## src/rtl/pipeline_hazard_ctrl_if.sv

```systemverilog
// Pipeline-to-hazard-controller bundle: ID/EX/MEM/WB stage status in, stall/flush controls out.
interface pipeline_hazard_ctrl_if #(
    parameter int CNT_W = 16
);
    logic [4:0]       IF_ID_Rs;
    logic [4:0]       IF_ID_Rt;
    logic             IF_ID_UsesRs;
    logic             IF_ID_UsesRt;
    logic             IF_ID_Halt;
    logic             ID_EX_RegWrite;
    logic [4:0]       ID_EX_WriteReg;
    logic             EX_MEM_RegWrite;
    logic [4:0]       EX_MEM_WriteReg;
    logic             MEM_WB_RegWrite;
    logic [4:0]       MEM_WB_WriteReg;
    logic             EX_MEM_Branch;
    logic             EX_MEM_Zero;
    logic             EX_MEM_Jump;
    logic             PC_Write;
    logic             IF_ID_Write;
    logic             ID_EX_Bubble;
    logic             IF_ID_Flush;
    logic             EX_MEM_Flush;
    logic [CNT_W-1:0] StallCount;
    logic [CNT_W-1:0] FlushCount;
    logic             Halted;
    logic             StallErr;

    // datapath side
    modport master (
        output IF_ID_Rs, IF_ID_Rt, IF_ID_UsesRs, IF_ID_UsesRt, IF_ID_Halt,
               ID_EX_RegWrite, ID_EX_WriteReg, EX_MEM_RegWrite, EX_MEM_WriteReg,
               MEM_WB_RegWrite, MEM_WB_WriteReg, EX_MEM_Branch, EX_MEM_Zero, EX_MEM_Jump,
        input  PC_Write, IF_ID_Write, ID_EX_Bubble, IF_ID_Flush, EX_MEM_Flush,
               StallCount, FlushCount, Halted, StallErr
    );

    // controller side
    modport slave (
        input  IF_ID_Rs, IF_ID_Rt, IF_ID_UsesRs, IF_ID_UsesRt, IF_ID_Halt,
               ID_EX_RegWrite, ID_EX_WriteReg, EX_MEM_RegWrite, EX_MEM_WriteReg,
               MEM_WB_RegWrite, MEM_WB_WriteReg, EX_MEM_Branch, EX_MEM_Zero, EX_MEM_Jump,
        output PC_Write, IF_ID_Write, ID_EX_Bubble, IF_ID_Flush, EX_MEM_Flush,
               StallCount, FlushCount, Halted, StallErr
    );
endinterface

```

## src/rtl/pipeline_hazard_ctrl.sv

```systemverilog
// Sequencing controller for the 5-stage pipeline: init hold, RAW stall (no forwarding),
// redirect flush, halt freeze, stall watchdog and saturating stall/flush counters.
//
// state    | meaning
// ---------+-------------------------------------------------------
// ST_INIT  | post-reset hold of PC and IF/ID for INIT_CYCLES cycles
// ST_RUN   | normal issue
// ST_STALL | RAW hazard stall in progress (same decode as RUN)
// ST_HALT  | fetch frozen, pipeline draining; only reset exits
module pipeline_hazard_ctrl #(
    parameter int INIT_CYCLES = 2,
    parameter int MAX_STALL   = 8,
    parameter bit WB_BYPASS   = 1'b0,
    parameter int CNT_W       = 16
) (
    input  logic Clk,
    input  logic Rst,
    pipeline_hazard_ctrl_if.slave hz
);
    typedef enum logic [1:0] {ST_INIT, ST_RUN, ST_STALL, ST_HALT} state_t;

    localparam logic [3:0]       INIT_LOAD = 4'(INIT_CYCLES - 1);
    localparam logic [7:0]       MAX_RUN   = 8'(MAX_STALL);
    localparam logic [CNT_W-1:0] CNT_MAX   = {CNT_W{1'b1}};
    localparam logic [CNT_W-1:0] CNT_ONE   = {{(CNT_W-1){1'b0}}, 1'b1};

    state_t           state_q, state_d;
    logic [3:0]       init_cnt_q, init_cnt_d;
    logic [7:0]       stall_run_q, stall_run_d;
    logic [CNT_W-1:0] stall_cnt_q, stall_cnt_d;
    logic [CNT_W-1:0] flush_cnt_q, flush_cnt_d;
    logic             halted_q, halted_d;
    logic             stall_err_q, stall_err_d;

    logic pc_write, if_id_write, id_ex_bubble, if_id_flush, ex_mem_flush;
    logic redirect, hazard, rs_hit, rt_hit;

    always_comb begin
        redirect = (hz.EX_MEM_Branch & hz.EX_MEM_Zero) | hz.EX_MEM_Jump;
        rs_hit = hz.IF_ID_UsesRs && (hz.IF_ID_Rs != 5'd0) &&
                 ((hz.ID_EX_RegWrite  && (hz.ID_EX_WriteReg  == hz.IF_ID_Rs)) ||
                  (hz.EX_MEM_RegWrite && (hz.EX_MEM_WriteReg == hz.IF_ID_Rs)) ||
                  (!WB_BYPASS && hz.MEM_WB_RegWrite && (hz.MEM_WB_WriteReg == hz.IF_ID_Rs)));
        rt_hit = hz.IF_ID_UsesRt && (hz.IF_ID_Rt != 5'd0) &&
                 ((hz.ID_EX_RegWrite  && (hz.ID_EX_WriteReg  == hz.IF_ID_Rt)) ||
                  (hz.EX_MEM_RegWrite && (hz.EX_MEM_WriteReg == hz.IF_ID_Rt)) ||
                  (!WB_BYPASS && hz.MEM_WB_RegWrite && (hz.MEM_WB_WriteReg == hz.IF_ID_Rt)));
        hazard = rs_hit | rt_hit;
    end

    always_comb begin
        pc_write     = 1'b0;
        if_id_write  = 1'b0;
        id_ex_bubble = 1'b0;
        if_id_flush  = 1'b0;
        ex_mem_flush = 1'b0;
        state_d      = state_q;
        init_cnt_d   = init_cnt_q;
        stall_run_d  = stall_run_q;
        stall_cnt_d  = stall_cnt_q;
        flush_cnt_d  = flush_cnt_q;
        stall_err_d  = stall_err_q;

        case (state_q)
            ST_INIT: begin
                id_ex_bubble = 1'b1;
                if (init_cnt_q == 4'd0) begin
                    state_d = ST_RUN;
                end else begin
                    init_cnt_d = init_cnt_q - 4'd1;
                end
            end
            ST_RUN, ST_STALL: begin
                if (redirect) begin
                    pc_write     = 1'b1;
                    if_id_write  = 1'b1;
                    if_id_flush  = 1'b1;
                    id_ex_bubble = 1'b1;
                    ex_mem_flush = 1'b1;
                    stall_run_d  = 8'd0;
                    state_d      = ST_RUN;
                    if (flush_cnt_q != CNT_MAX) flush_cnt_d = flush_cnt_q + CNT_ONE;
                end else if (hz.IF_ID_Halt) begin
                    state_d = ST_HALT;
                end else if (hazard) begin
                    id_ex_bubble = 1'b1;
                    if (stall_run_q < MAX_RUN) begin
                        stall_run_d = stall_run_q + 8'd1;
                        state_d     = ST_STALL;
                        if (stall_cnt_q != CNT_MAX) stall_cnt_d = stall_cnt_q + CNT_ONE;
                    end else begin
                        stall_err_d = 1'b1;
                        state_d     = ST_HALT;
                    end
                end else begin
                    pc_write    = 1'b1;
                    if_id_write = 1'b1;
                    stall_run_d = 8'd0;
                    state_d     = ST_RUN;
                end
            end
            ST_HALT: begin
                id_ex_bubble = 1'b1;
            end
            default: begin
                id_ex_bubble = 1'b1;
                state_d      = ST_INIT;
            end
        endcase

        halted_d = (state_d == ST_HALT);
    end

    always_ff @(posedge Clk or negedge Rst) begin
        if (!Rst) begin
            state_q     <= ST_INIT;
            init_cnt_q  <= INIT_LOAD;
            stall_run_q <= 8'd0;
            stall_cnt_q <= '0;
            flush_cnt_q <= '0;
            halted_q    <= 1'b0;
            stall_err_q <= 1'b0;
        end else begin
            state_q     <= state_d;
            init_cnt_q  <= init_cnt_d;
            stall_run_q <= stall_run_d;
            stall_cnt_q <= stall_cnt_d;
            flush_cnt_q <= flush_cnt_d;
            halted_q    <= halted_d;
            stall_err_q <= stall_err_d;
        end
    end

    assign hz.PC_Write     = pc_write;
    assign hz.IF_ID_Write  = if_id_write;
    assign hz.ID_EX_Bubble = id_ex_bubble;
    assign hz.IF_ID_Flush  = if_id_flush;
    assign hz.EX_MEM_Flush = ex_mem_flush;
    assign hz.StallCount   = stall_cnt_q;
    assign hz.FlushCount   = flush_cnt_q;
    assign hz.Halted       = halted_q;
    assign hz.StallErr     = stall_err_q;
endmodule

```

## src/flat_wrapper.sv

```systemverilog
// flat-port wrapper written by rule: the top's interface ports become plain ports
module pipeline_hazard_ctrl_flat 
#(
    parameter int INIT_CYCLES = 2,
    parameter int MAX_STALL   = 8,
    parameter bit WB_BYPASS   = 1'b0,
    parameter int CNT_W       = 16
)
  (Clk, Rst, hz_IF_ID_Rs, hz_IF_ID_Rt, hz_IF_ID_UsesRs, hz_IF_ID_UsesRt, hz_IF_ID_Halt, hz_ID_EX_RegWrite, hz_ID_EX_WriteReg, hz_EX_MEM_RegWrite, hz_EX_MEM_WriteReg, hz_MEM_WB_RegWrite, hz_MEM_WB_WriteReg, hz_EX_MEM_Branch, hz_EX_MEM_Zero, hz_EX_MEM_Jump, hz_PC_Write, hz_IF_ID_Write, hz_ID_EX_Bubble, hz_IF_ID_Flush, hz_EX_MEM_Flush, hz_StallCount, hz_FlushCount, hz_Halted, hz_StallErr);
  pipeline_hazard_ctrl_if #(.CNT_W(CNT_W)) hz_i ();
  input  logic Clk;
  input  logic Rst;
  input wire logic [$bits(hz_i.IF_ID_Rs)-1:0] hz_IF_ID_Rs;
  input wire logic [$bits(hz_i.IF_ID_Rt)-1:0] hz_IF_ID_Rt;
  input wire logic [$bits(hz_i.IF_ID_UsesRs)-1:0] hz_IF_ID_UsesRs;
  input wire logic [$bits(hz_i.IF_ID_UsesRt)-1:0] hz_IF_ID_UsesRt;
  input wire logic [$bits(hz_i.IF_ID_Halt)-1:0] hz_IF_ID_Halt;
  input wire logic [$bits(hz_i.ID_EX_RegWrite)-1:0] hz_ID_EX_RegWrite;
  input wire logic [$bits(hz_i.ID_EX_WriteReg)-1:0] hz_ID_EX_WriteReg;
  input wire logic [$bits(hz_i.EX_MEM_RegWrite)-1:0] hz_EX_MEM_RegWrite;
  input wire logic [$bits(hz_i.EX_MEM_WriteReg)-1:0] hz_EX_MEM_WriteReg;
  input wire logic [$bits(hz_i.MEM_WB_RegWrite)-1:0] hz_MEM_WB_RegWrite;
  input wire logic [$bits(hz_i.MEM_WB_WriteReg)-1:0] hz_MEM_WB_WriteReg;
  input wire logic [$bits(hz_i.EX_MEM_Branch)-1:0] hz_EX_MEM_Branch;
  input wire logic [$bits(hz_i.EX_MEM_Zero)-1:0] hz_EX_MEM_Zero;
  input wire logic [$bits(hz_i.EX_MEM_Jump)-1:0] hz_EX_MEM_Jump;
  output wire logic [$bits(hz_i.PC_Write)-1:0] hz_PC_Write;
  output wire logic [$bits(hz_i.IF_ID_Write)-1:0] hz_IF_ID_Write;
  output wire logic [$bits(hz_i.ID_EX_Bubble)-1:0] hz_ID_EX_Bubble;
  output wire logic [$bits(hz_i.IF_ID_Flush)-1:0] hz_IF_ID_Flush;
  output wire logic [$bits(hz_i.EX_MEM_Flush)-1:0] hz_EX_MEM_Flush;
  output wire logic [$bits(hz_i.StallCount)-1:0] hz_StallCount;
  output wire logic [$bits(hz_i.FlushCount)-1:0] hz_FlushCount;
  output wire logic [$bits(hz_i.Halted)-1:0] hz_Halted;
  output wire logic [$bits(hz_i.StallErr)-1:0] hz_StallErr;
  assign hz_i.IF_ID_Rs = hz_IF_ID_Rs;
  assign hz_i.IF_ID_Rt = hz_IF_ID_Rt;
  assign hz_i.IF_ID_UsesRs = hz_IF_ID_UsesRs;
  assign hz_i.IF_ID_UsesRt = hz_IF_ID_UsesRt;
  assign hz_i.IF_ID_Halt = hz_IF_ID_Halt;
  assign hz_i.ID_EX_RegWrite = hz_ID_EX_RegWrite;
  assign hz_i.ID_EX_WriteReg = hz_ID_EX_WriteReg;
  assign hz_i.EX_MEM_RegWrite = hz_EX_MEM_RegWrite;
  assign hz_i.EX_MEM_WriteReg = hz_EX_MEM_WriteReg;
  assign hz_i.MEM_WB_RegWrite = hz_MEM_WB_RegWrite;
  assign hz_i.MEM_WB_WriteReg = hz_MEM_WB_WriteReg;
  assign hz_i.EX_MEM_Branch = hz_EX_MEM_Branch;
  assign hz_i.EX_MEM_Zero = hz_EX_MEM_Zero;
  assign hz_i.EX_MEM_Jump = hz_EX_MEM_Jump;
  assign hz_PC_Write = hz_i.PC_Write;
  assign hz_IF_ID_Write = hz_i.IF_ID_Write;
  assign hz_ID_EX_Bubble = hz_i.ID_EX_Bubble;
  assign hz_IF_ID_Flush = hz_i.IF_ID_Flush;
  assign hz_EX_MEM_Flush = hz_i.EX_MEM_Flush;
  assign hz_StallCount = hz_i.StallCount;
  assign hz_FlushCount = hz_i.FlushCount;
  assign hz_Halted = hz_i.Halted;
  assign hz_StallErr = hz_i.StallErr;
  pipeline_hazard_ctrl #(.INIT_CYCLES(INIT_CYCLES), .MAX_STALL(MAX_STALL), .WB_BYPASS(WB_BYPASS), .CNT_W(CNT_W)) u_core (.Clk(Clk), .Rst(Rst), .hz(hz_i));
endmodule
```

## config.mk

```make
export PLATFORM = sky130hd
export DESIGN_NAME = pipeline_hazard_ctrl_flat
export DESIGN_NICKNAME = d
export VERILOG_FILES = /design/src/rtl/pipeline_hazard_ctrl_if.sv /design/src/rtl/pipeline_hazard_ctrl.sv /design/src/flat_wrapper.sv
export SDC_FILE = /design/constraint.sdc
export NUM_CORES = 1
export LEC_CHECK = 0
export ABC_CLOCK_PERIOD_IN_PS = 3050
export CAP_MARGIN = 20
export CORE_ASPECT_RATIO = 0.75
export CORE_UTILIZATION = 35
export CTS_CLUSTER_DIAMETER = 100
export DETAILED_ROUTE_END_ITERATION = 6
export PLACE_DENSITY = 0.73
export SYNTH_ARGS = -nofsm -noshare
export SYNTH_HDL_FRONTEND = slang
export SYNTH_SLANG_ARGS = --single-unit
```

## constraint.sdc

```tcl
create_clock -name Clk -period 3.05 [get_ports Clk]
set_input_delay 0.4575 -clock Clk [delete_from_list [all_inputs] [get_ports Clk]]
set_output_delay 0.4575 -clock Clk [all_outputs]
set_load 0.01 [all_outputs]
```

==> results of run 1 <==
[stage by stage]
stage / total power, mW / TNS [ns] / hold WS [ns] / std cells / utilization (%)
after CTS: 1.78 / 0 / 0.369 / 464 / 51.6
after floorplan: 1.08 / 0 / 0.162 / 262 / -
final: 1.76 / 0 / 0.0350 / 466 / 52.3
after detailed placement: 1.39 / -0.842 / 0.459 / 455 / 49.9
after global placement: 1.38 / -0.744 / 0.451 / 455 / 49.9
after global routing: 1.89 / 0 / 0.0407 / 466 / 52.3
[worst paths after layout]
check,start,to,cells past startpoint
worst min register to register,u_core.hz.StallErr,u_core.hz.StallErr,1
min in group Clk,u_core.hz.StallErr,u_core.hz.StallErr,1
worst max register to register,u_core.state_q[0],u_core.hz.FlushCount[9],7
max in group asynchronous,Rst,u_core.init_cnt_q[0],2
worst min-delay path,Rst,u_core.hz.StallCount[13],1
worst max-delay path,hz_IF_ID_Rs[0],hz_PC_Write,8
[cells in the final DEF (no fill, tap or decap), types with 2 or more instances in the layout]
cell             instances
clkdlybuf4s50_1         58
dfrtp_1                 47
xnor2_1                 34
xor2_1                  28
nand3_1                 26
buf_4                   24
nand2_1                 23
inv_1                   11
and2_1                   9
nand4_1                  8
dlymetal6s2s_1           8
nor2_1                   7
and3_1                   6
ha_1                     6
clkbuf_8                 6
dlygate4sd2_1            6
nor4_1                   5
a21oi_1                  3
nor4_2                   3
nor3_1                   3
o22ai_1                  2
and3_4                   2
or4_1                    2
o21ai_2                  2
or3_1                    2
a31oi_1                  2
and4_1                   2
nor3_2                   2
o21ai_0                  2
clkbuf_1                 2
[power breakdown]
group	internal [mW]	leakage (nW)	total, mW	switching (mW)
Combinational	0.317	1.02	0.606	0.290
Sequential	0.695	0.652	0.768	0.0724
Clock	0.185	0.0455	0.387	0.202
[sequential cells by signal (all words and copies together) (netlist names)]
name,flops
u_core.hz.FlushCount,16
u_core.hz.StallCount,16
u_core.stall_run_q,8
u_core.init_cnt_q,4
u_core.state_q,2
u_core.hz.Halted,1
u_core.hz.StallErr,1
[final cells by class]
cell class              instances  area, um2
flip-flops and latches         48       1200
well taps                     101        126
multi-input cells             198       1460
inverters                      12       45.0
fillers                       677       3530
repair buffers                 99        948
clock buffers                   8       90.1
[routing by layer]
metal  routed length (um)  GRT usage [%]  share of wire, %
met5                    0              0                 0
met4                   98           5.49               1.6
met3                  249           4.10               4.0
met2                 2890           25.9                46
met1                 3050           24.6                49
[timing repair]
item | 4_1_cts | 5_1_grt
buffers inserted | 1 | 1
resized for setup | 13 | 9
pin swaps | 3 | 7
endpoints found under the setup margin | 3 | 3
[cell families after synthesis]
group           synth area share, %
fa+ha+maj                      2.78
xor+xnor                       20.1
compound gates                 6.95
buf+inv                        2.83
simple gates                   22.0
flops                          44.6
mux                           0.788
==> run summary, run 1 <==
outcome -> finished clean
Routed WL -> 6.29 mm
wire per inst -> 13.5 um
first-pass GRT wire length -> 10.9 mm
Crit path max-delay family -> simple AND/OR/NAND/NOR gates
Final nets -> 406
max-cap viol count -> 0
Critical path buffers and inverters -> 3
clk slew on worst S/H paths -> 0.08 ns
Synth top cells by count -> 47 x dfrtp_1, 34 x xnor2_1, 28 x xor2_1
Congestion Overflow GR -> 0
H-tree levels -> 2
Area Overhead vs Synth -> 43.3%
Die ar. -> 8070 um2
Final WS setup -> 0.0978 ns
Port Buffer Count -> 74
Synth top area share -> 43.6%
CP required -> 2.59 ns
largest net degree at the start of global routing -> 49
crit start category -> input pin
Leak Pwr -> 1.71 nW
worst hold-check path type -> input pin to async pin
Sink Count -> 48
Worst slew margin -> 71.1%
Worst-Margin Slew -> 0.433 ns
area leader, netlist -> dfrtp_1
number of synthesized flops with an enable pin -> 0
RePlAce Congestion -> 0.862
DP Area -> 3690 um2
Initial Util -> 36.5%
RSZ-0062 raised after global routing -> false
core area -> 7400 um2
R2R Setup Slk -> 0.93 ns
Top FF cell, synth -> dfrtp_1
Syn Area/Cell -> 10.3 um2
vias in the first global route -> 2311
Site Rows -> 27
Yosys reg bits -> 48
die extent in x -> 103 um
crit path cell chain -> clkdlybuf4s50_1, or4_1, o21ai_2, nand2b_4, o32ai_4, or2_4, inv_1, dlygate4sd2_1
slowest stage cell, crit path -> or4_1
ANT nets after route -> 0
Power Dens Cells -> 455 nW/um2
post-synthesis cell area -> 2700 um2
cts hold-fix bufs -> 0
vias per inst -> 4.83
Synth warnings -> 0
largest fanout on the critical path -> 2
Bufs on Longest Clock Path -> 2
post-layout instance area -> 3870 um2
Seq/Total Area, Yosys -> 44.6%
layout cell share with drive strength beyond 1 -> 14.0%
async set or reset register ratio after synthesis -> 100%
synth unique cells -> 46
Clk Latency, worst-skew pair -> 0.30 ns
f_max -> 339 MHz
final setup violation count -> 0
Max Slew Vio Count -> 0
dpl hpwl -> 4.83 mm
Root Buffer -> clkbuf_8
die span in y -> 78.0 um
n_diodes -> 0
DRC errors left -> 0
initial drt markers -> 46
fin crit period -> 2.95 ns
Tcrit/Tclk final -> 96.8%
final hold vios -> 0
TritonRoute pass-1 iters -> 6
worst path arrival time -> 2.49 ns
Synth area leaders -> dfrtp_1 44%, xnor2_1 11%, xor2_1 9.1%
Num CTS Buffers -> 5
clk_skew -> 0.00594 ns
CP max stage delay -> 0.57 ns
Gate Count Post-Synth -> 262
CTS tree -> done
via count -> 2253
initial antenna violation count -> 0
top-count cell post-synth -> dfrtp_1
Setup crit end kind -> primary output
Synth Net Count -> 304
Peak supply drop -> 0.324 mV
Total GRT Usage -> 17.3%
IO Pins -> 75
pre-CTS WS -> -0.287 ns
Setup Crit Path Kind -> input pin to primary output
(Power assumes the default switching activity.)
==> run 2, diff against run 1 <==
Settings changed: ABC_AREA from default to 1, ABC_CLOCK_PERIOD_IN_PS 3050 to default, HOLD_SLACK_MARGIN from default to 0.12, PLACE_DENSITY 0.73 to 0.71.
==> run 2 against run 1 <==
Compared with the run above:
- largest power group unchanged
- cell count rose by 45%
- critical endpoint unchanged
- critical path depth increased by 2
- combinational power is 74% lower
- critical path type unchanged
==> run summary, run 2 <==
Site Rows -> 30
DRC errors left -> 0
Synth Net Count -> 510
CP max stage delay -> 0.56 ns
n_diodes -> 0
async set or reset register ratio after synthesis -> 100%
layout cell share with drive strength beyond 1 -> 7.50%
Worst-Margin Slew -> 0.441 ns
CP required -> 2.59 ns
fillers -> 894
Yosys reg bits -> 48
Congestion Overflow GR -> 0
Synth top cells by count -> 160 x nand2_1, 65 x inv_1, 48 x nor2_1
core area -> 9050 um2
largest net degree at the start of global routing -> 49
Hold Slack -> 0.491 ns
die span in y -> 85.5 um
Syn Area/Cell -> 6.95 um2
Setup crit end kind -> primary output
via count -> 3154
f_max -> 341 MHz
Worst slew margin -> 70.5%
Fin Setup TNS -> 0 ns
RSZ-0062 raised after global routing -> false
post-synthesis cell area -> 3250 um2
fin crit period -> 2.93 ns
Clk Latency, worst-skew pair -> 0.29 ns
Routed WL -> 8.68 mm
postcts setup bufs -> 0
TritonRoute pass-1 iters -> 4
first-pass GRT wire length -> 14.6 mm
max-cap viol count -> 0
Synth top area share -> 36.2%
Tcrit/Tclk final -> 96.1%
met1 Usage GRT -> 28.6%
GR Util met3 -> 4.95%
worst path arrival time -> 2.47 ns
dpl hpwl -> 6.83 mm
slowest stage cell, crit path -> clkdlybuf4s50_1
Seq/Total Area, Yosys -> 37.0%
Die ar. -> 9690 um2
vias in the first global route -> 3005
RePlAce Congestion -> 1.13
CTS tree -> done
Num CTS Buffers -> 5
final setup violation count -> 0
Area Overhead vs Synth -> 31.8%
Setup Crit Path Kind -> input pin to primary output
initial drt markers -> 213
synth unique cells -> 31
WHS Path Cells -> 2
crit path cell chain -> clkdlybuf4s50_1, inv_1, o21ai_1, nor2_1, nand3_1, nand3_1, nand2_1, nand3_1, a21oi_2, clkdlybuf4s50_1
Max Slew Vio Count -> 0
Peak supply drop -> 0.262 mV
Gate Count Post-Synth -> 468
IO Pins -> 75
Synth warnings -> 0
initial antenna violation count -> 0
most used cell, CP -> nand3_1
vias per inst -> 4.67
commonest non-fill, non-tap cell in the layout -> nand2_1
Synth area leaders -> dfrtp_1 36%, nand2_1 18%, inv_1 7.5%
DP Cell Count -> 666
most frequent cells in the layout -> 160 x nand2_1, 69 x clkdlybuf4s50_1, 64 x inv_1, 48 x nor2_1, 47 x dfrtp_1
Bufs on Longest Clock Path -> 2
Top FF cell, synth -> dfrtp_1
gr busiest metal -> met1
largest fanout on the critical path -> 4
worst hold-check path type -> flip-flop to flip-flop
Final nets -> 589
crit start category -> input pin
Root Buffer -> clkbuf_16
non-filler cells, final -> 675
Sink Count -> 48
clk_skew -> 0.00831 ns
Reg2Reg Depth -> 12
Initial Util -> 36.0%
wire per inst -> 12.9 um
number of synthesized flops with an enable pin -> 0
outcome -> finished clean
Total GRT Usage -> 19.3%
area leader, netlist -> dfrtp_1
Power Dens Cells -> 311 nW/um2
clk slew on worst S/H paths -> 0.06 ns
top-count cell post-synth -> nand2_1
die extent in x -> 113 um
grt met2 use -> 27.6%
ANT nets after route -> 0
final hold vios -> 0
Port Buffer Count -> 74
H-tree levels -> 2
Leak Pwr -> 2.12 nW
-- run 2: cell count changes after synthesis, moves of 9 or more --
cell     previous run  this run
nor2_1              7        48
nand2_1            23       160
o21ai_0             2        20
inv_1              11        65
and2_1              9         0
xnor2_1            34         8
-- run 2: path summary, 6_finish.rpt --
check,start,end,slack [ns]
worst max-delay path,hz_IF_ID_Rt[0],hz_PC_Write,0.12
worst max register to register,u_core.state_q[1],u_core.hz.StallCount[2],1.00
worst min-delay path,u_core.stall_run_q[7],u_core.stall_run_q[7],0.49
min in group asynchronous,Rst,u_core.hz.FlushCount[12],0.55
worst min register to register,u_core.stall_run_q[7],u_core.stall_run_q[7],0.49
max in group asynchronous,Rst,u_core.init_cnt_q[0],1.98
-- run 2: metal layers --
metal / routed length, um / vias to the layer above
met3: 556 / 13
met4: 136 / 0
met5: 0 / -
met1: 4480 / 1450
met2: 3500 / 85
li1: - / 1606
-- run 2: area by class of cell --
cell class | count | area [um2] | area share, %
clock inverters | 1 | 5.00 | 0.117
inverters | 72 | 275 | 6.42
well taps | 128 | 160 | 3.73
flip-flops and latches | 48 | 1200 | 28.0
clock buffers | 6 | 129 | 3.00
multi-input cells | 343 | 1730 | 40.4
repair buffers | 77 | 783 | 18.3
-- run 2: cells by family after synthesis --
family	share of synthesized area (%)
AND/OR/NAND/NOR	35.9
AO/OA/AOI/OAI	6.89
adder cells (fa/ha/maj)	2.31
buffers and inverters	9.85
XOR/XNOR	8.08
flip-flops	37.0
-- run 2: what timing repair did --
action,4_1_cts,5_1_grt
endpoints found under the hold margin,0,8
gates resized for setup,0,7
hold buffers,0,1
endpoints found under the setup margin,0,3
-- run 2: critical path, delay by kind of cell --
family                 cells  cell delay (ns)
and+or+nand+nor            5             0.50
AOI/OAI and AO/OA          2             0.32
buffers and inverters      3             1.20
-- run 2: through the flow --
| step | cell area, um2 | total power, mW | utilization, % | setup WS, ns |
|---|---|---|---|---|
| floorplan | 3250 | 0.716 | - | 1.14 |
| CTS | 4250 | 1.34 | 46.9 | 0.0340 |
| finish | 4290 | 1.33 | 47.4 | 0.119 |
| detailed placement | 4110 | 0.807 | 45.4 | 0.0610 |
| global placement | 4110 | 0.812 | 45.4 | 0.0630 |
| global route | 4290 | 1.39 | 47.4 | 0.0156 |
-- run 2: power by group --
| part | internal [mW] | switching, mW |
|---|---|---|
| combinational | 0.0700 | 0.0896 |
| sequential | 0.640 | 0.00208 |
| clock | 0.298 | 0.233 |
| total | 1.01 | 0.325 |
==> run 3, diff against run 2 <==
==> constraint.sdc (replaced) <==
create_clock -name Clk -period 3.05 [get_ports Clk]
set_input_delay 0.61 -clock Clk [delete_from_list [all_inputs] [get_ports Clk]]
set_output_delay 0.61 -clock Clk [all_outputs]
set_load 0.01 [all_outputs]
==> run 3 against run 2 <==
Compared with the run above:
- core utilization rose by 0.26 points
- via count rose by 1.6%
- cell area grew 0.55%
- clock skew shrank 0.0056 ns
- maximum frequency is 0.89% higher
- register-to-register slack about the same
- highest routed layer unchanged
==> run summary, run 3 (synthesis results as in run 2) <==
Hold Slack -> 0.272 ns
Routed WL -> 8.27 mm
Area Overhead vs Synth -> 32.6%
Worst slew margin -> 68.8%
fillers -> 889
met1 Usage GRT -> 26.8%
Final nets -> 594
Clk Latency, worst-skew pair -> 0.28 ns
Peak supply drop -> 0.213 mV
final setup violation count -> 0
grt met2 use -> 27.5%
Die ar. -> 9690 um2
Sink Count -> 48
CP required -> 2.44 ns
Fin Setup TNS -> 0 ns
die span in y -> 85.5 um
RePlAce Congestion -> 1.05
Setup crit end kind -> primary output
post-layout instance area -> 4310 um2
cts hold-fix bufs -> 0
f_max -> 344 MHz
vias in the first global route -> 3081
worst hold-check path type -> input pin to async pin
Power Dens Cells -> 313 nW/um2
slowest stage cell, crit path -> clkdlybuf4s50_1
DRC errors left -> 0
Total GRT Usage -> 18.7%
Bufs on Longest Clock Path -> 2
final hold vios -> 0
CP max stage delay -> 0.51 ns
die extent in x -> 113 um
Root Buffer -> clkbuf_16
R2R Setup Slk -> 0.99 ns
IO Pins -> 75
layout cell share with drive strength beyond 1 -> 8.50%
Initial Util -> 36.0%
CTS tree -> done
wire per inst -> 12.1 um
Num CTS Buffers -> 5
Setup Crit Path Kind -> input pin to primary output
DP Area -> 4160 um2
gr busiest metal -> met2
n_diodes -> 0
initial antenna violation count -> 0
RSZ-0062 raised after global routing -> false
max-cap viol count -> 0
most used cell, CP -> nand2_1
Max Slew Vio Count -> 0
fin crit period -> 2.90 ns
most frequent cells in the layout -> 160 x nand2_1, 69 x clkdlybuf4s50_1, 64 x inv_1, 48 x nor2_1, 47 x dfrtp_1
Leak Pwr -> 2.12 nW
largest fanout on the critical path -> 4
Tcrit/Tclk final -> 95.2%
commonest non-fill, non-tap cell in the layout -> nand2_1
worst path arrival time -> 2.29 ns
dpl hpwl -> 6.54 mm
via count -> 3205
Site Rows -> 30
Congestion Overflow GR -> 0
FF-to-FF Start -> u_core.state_q[1]
clk slew on worst S/H paths -> 0.06 ns
Worst-Margin Slew -> 0.468 ns
ANT nets after route -> 0
postcts setup bufs -> 0
H-tree levels -> 2
largest net degree at the start of global routing -> 20
crit path cell chain -> clkdlybuf4s50_1, inv_1, nand2_1, nand2_1, nor2_1, nand3_1, nand3_1, nand2_1, nand2_2, nand2_1, nand3_1, dlygate4sd2_1
first-pass GRT wire length -> 14.5 mm
core area -> 9050 um2
vias per inst -> 4.71
clk_skew -> 0.00274 ns
crit start category -> input pin
Port Buffer Count -> 74
outcome -> finished clean
GR Util met3 -> 4.45%
TritonRoute pass-1 iters -> 4
initial drt markers -> 231
crit path from -> hz_IF_ID_Rt[3]
## run 3: cell count changes in the layout (fill, tap and decap cells not counted)
cell / change
clkinv_2: -1
clkbuf_1: +1
buf_12: -1
dlymetal6s2s_1: -3
dlygate4sd3_1: -1
o21ai_1: -1
buf_4: +7
o21ai_0: +1
clkbuf_8: +1
dlygate4sd2_1: +3
## run 3: area by class of cell
type | count | area (um2) | area share [%]
clock buffers | 8 | 146 | 3.39
inverters | 72 | 275 | 6.38
multi-input cells | 343 | 1730 | 40.2
flip-flops and latches | 48 | 1200 | 27.9
well taps | 128 | 160 | 3.71
repair buffers | 82 | 795 | 18.4
## run 3: what timing repair did
action	in CTS	in global routing
endpoints found under the setup margin	3	2
gates resized for setup	5	1
pin swaps	0	0
## run 3: metrics by stage
stage	std cells	worst slack [ns]	power (mW)	utilization, %
3_5_place_dp	673	-0.178	0.812	46.0
2_1_floorplan	468	0.832	0.716	-
6_report	681	0.145	1.35	47.7
3_3_place_gp	673	-0.161	0.810	46.0
5_1_grt	681	0.0199	1.43	47.7
4_1_cts	681	0.162	1.37	47.6
## run 3: critical path: cells and delay by family
kind	cells	cell delay, ns
buffers and inverters	3	0.91
and+or+nand+nor	9	0.77
## run 3: worst paths after layout
path	depth (start not counted)	end
setup reg to reg	12	u_core.hz.StallCount[2]
min in group Clk	2	u_core.stall_run_q[6]
hold reg to reg	2	u_core.stall_run_q[6]
max in group asynchronous	2	u_core.hz.StallCount[3]
setup / recovery	12	hz_ID_EX_Bubble
hold / removal	1	u_core.hz.FlushCount[7]
## run 3: report_power, final
part	leakage, nW	switching, mW	internal (mW)	total, mW
clock	0.0712	0.220	0.327	0.547
combinational	1.47	0.0881	0.0719	0.160
sequential	0.580	0.00209	0.640	0.643
## run 3: layer usage
layer	share of wire [%]	up-vias
met5	0	-
met4	1.9	0
met3	6.1	15
met2	42	106
met1	49	1464
li1	-	1620
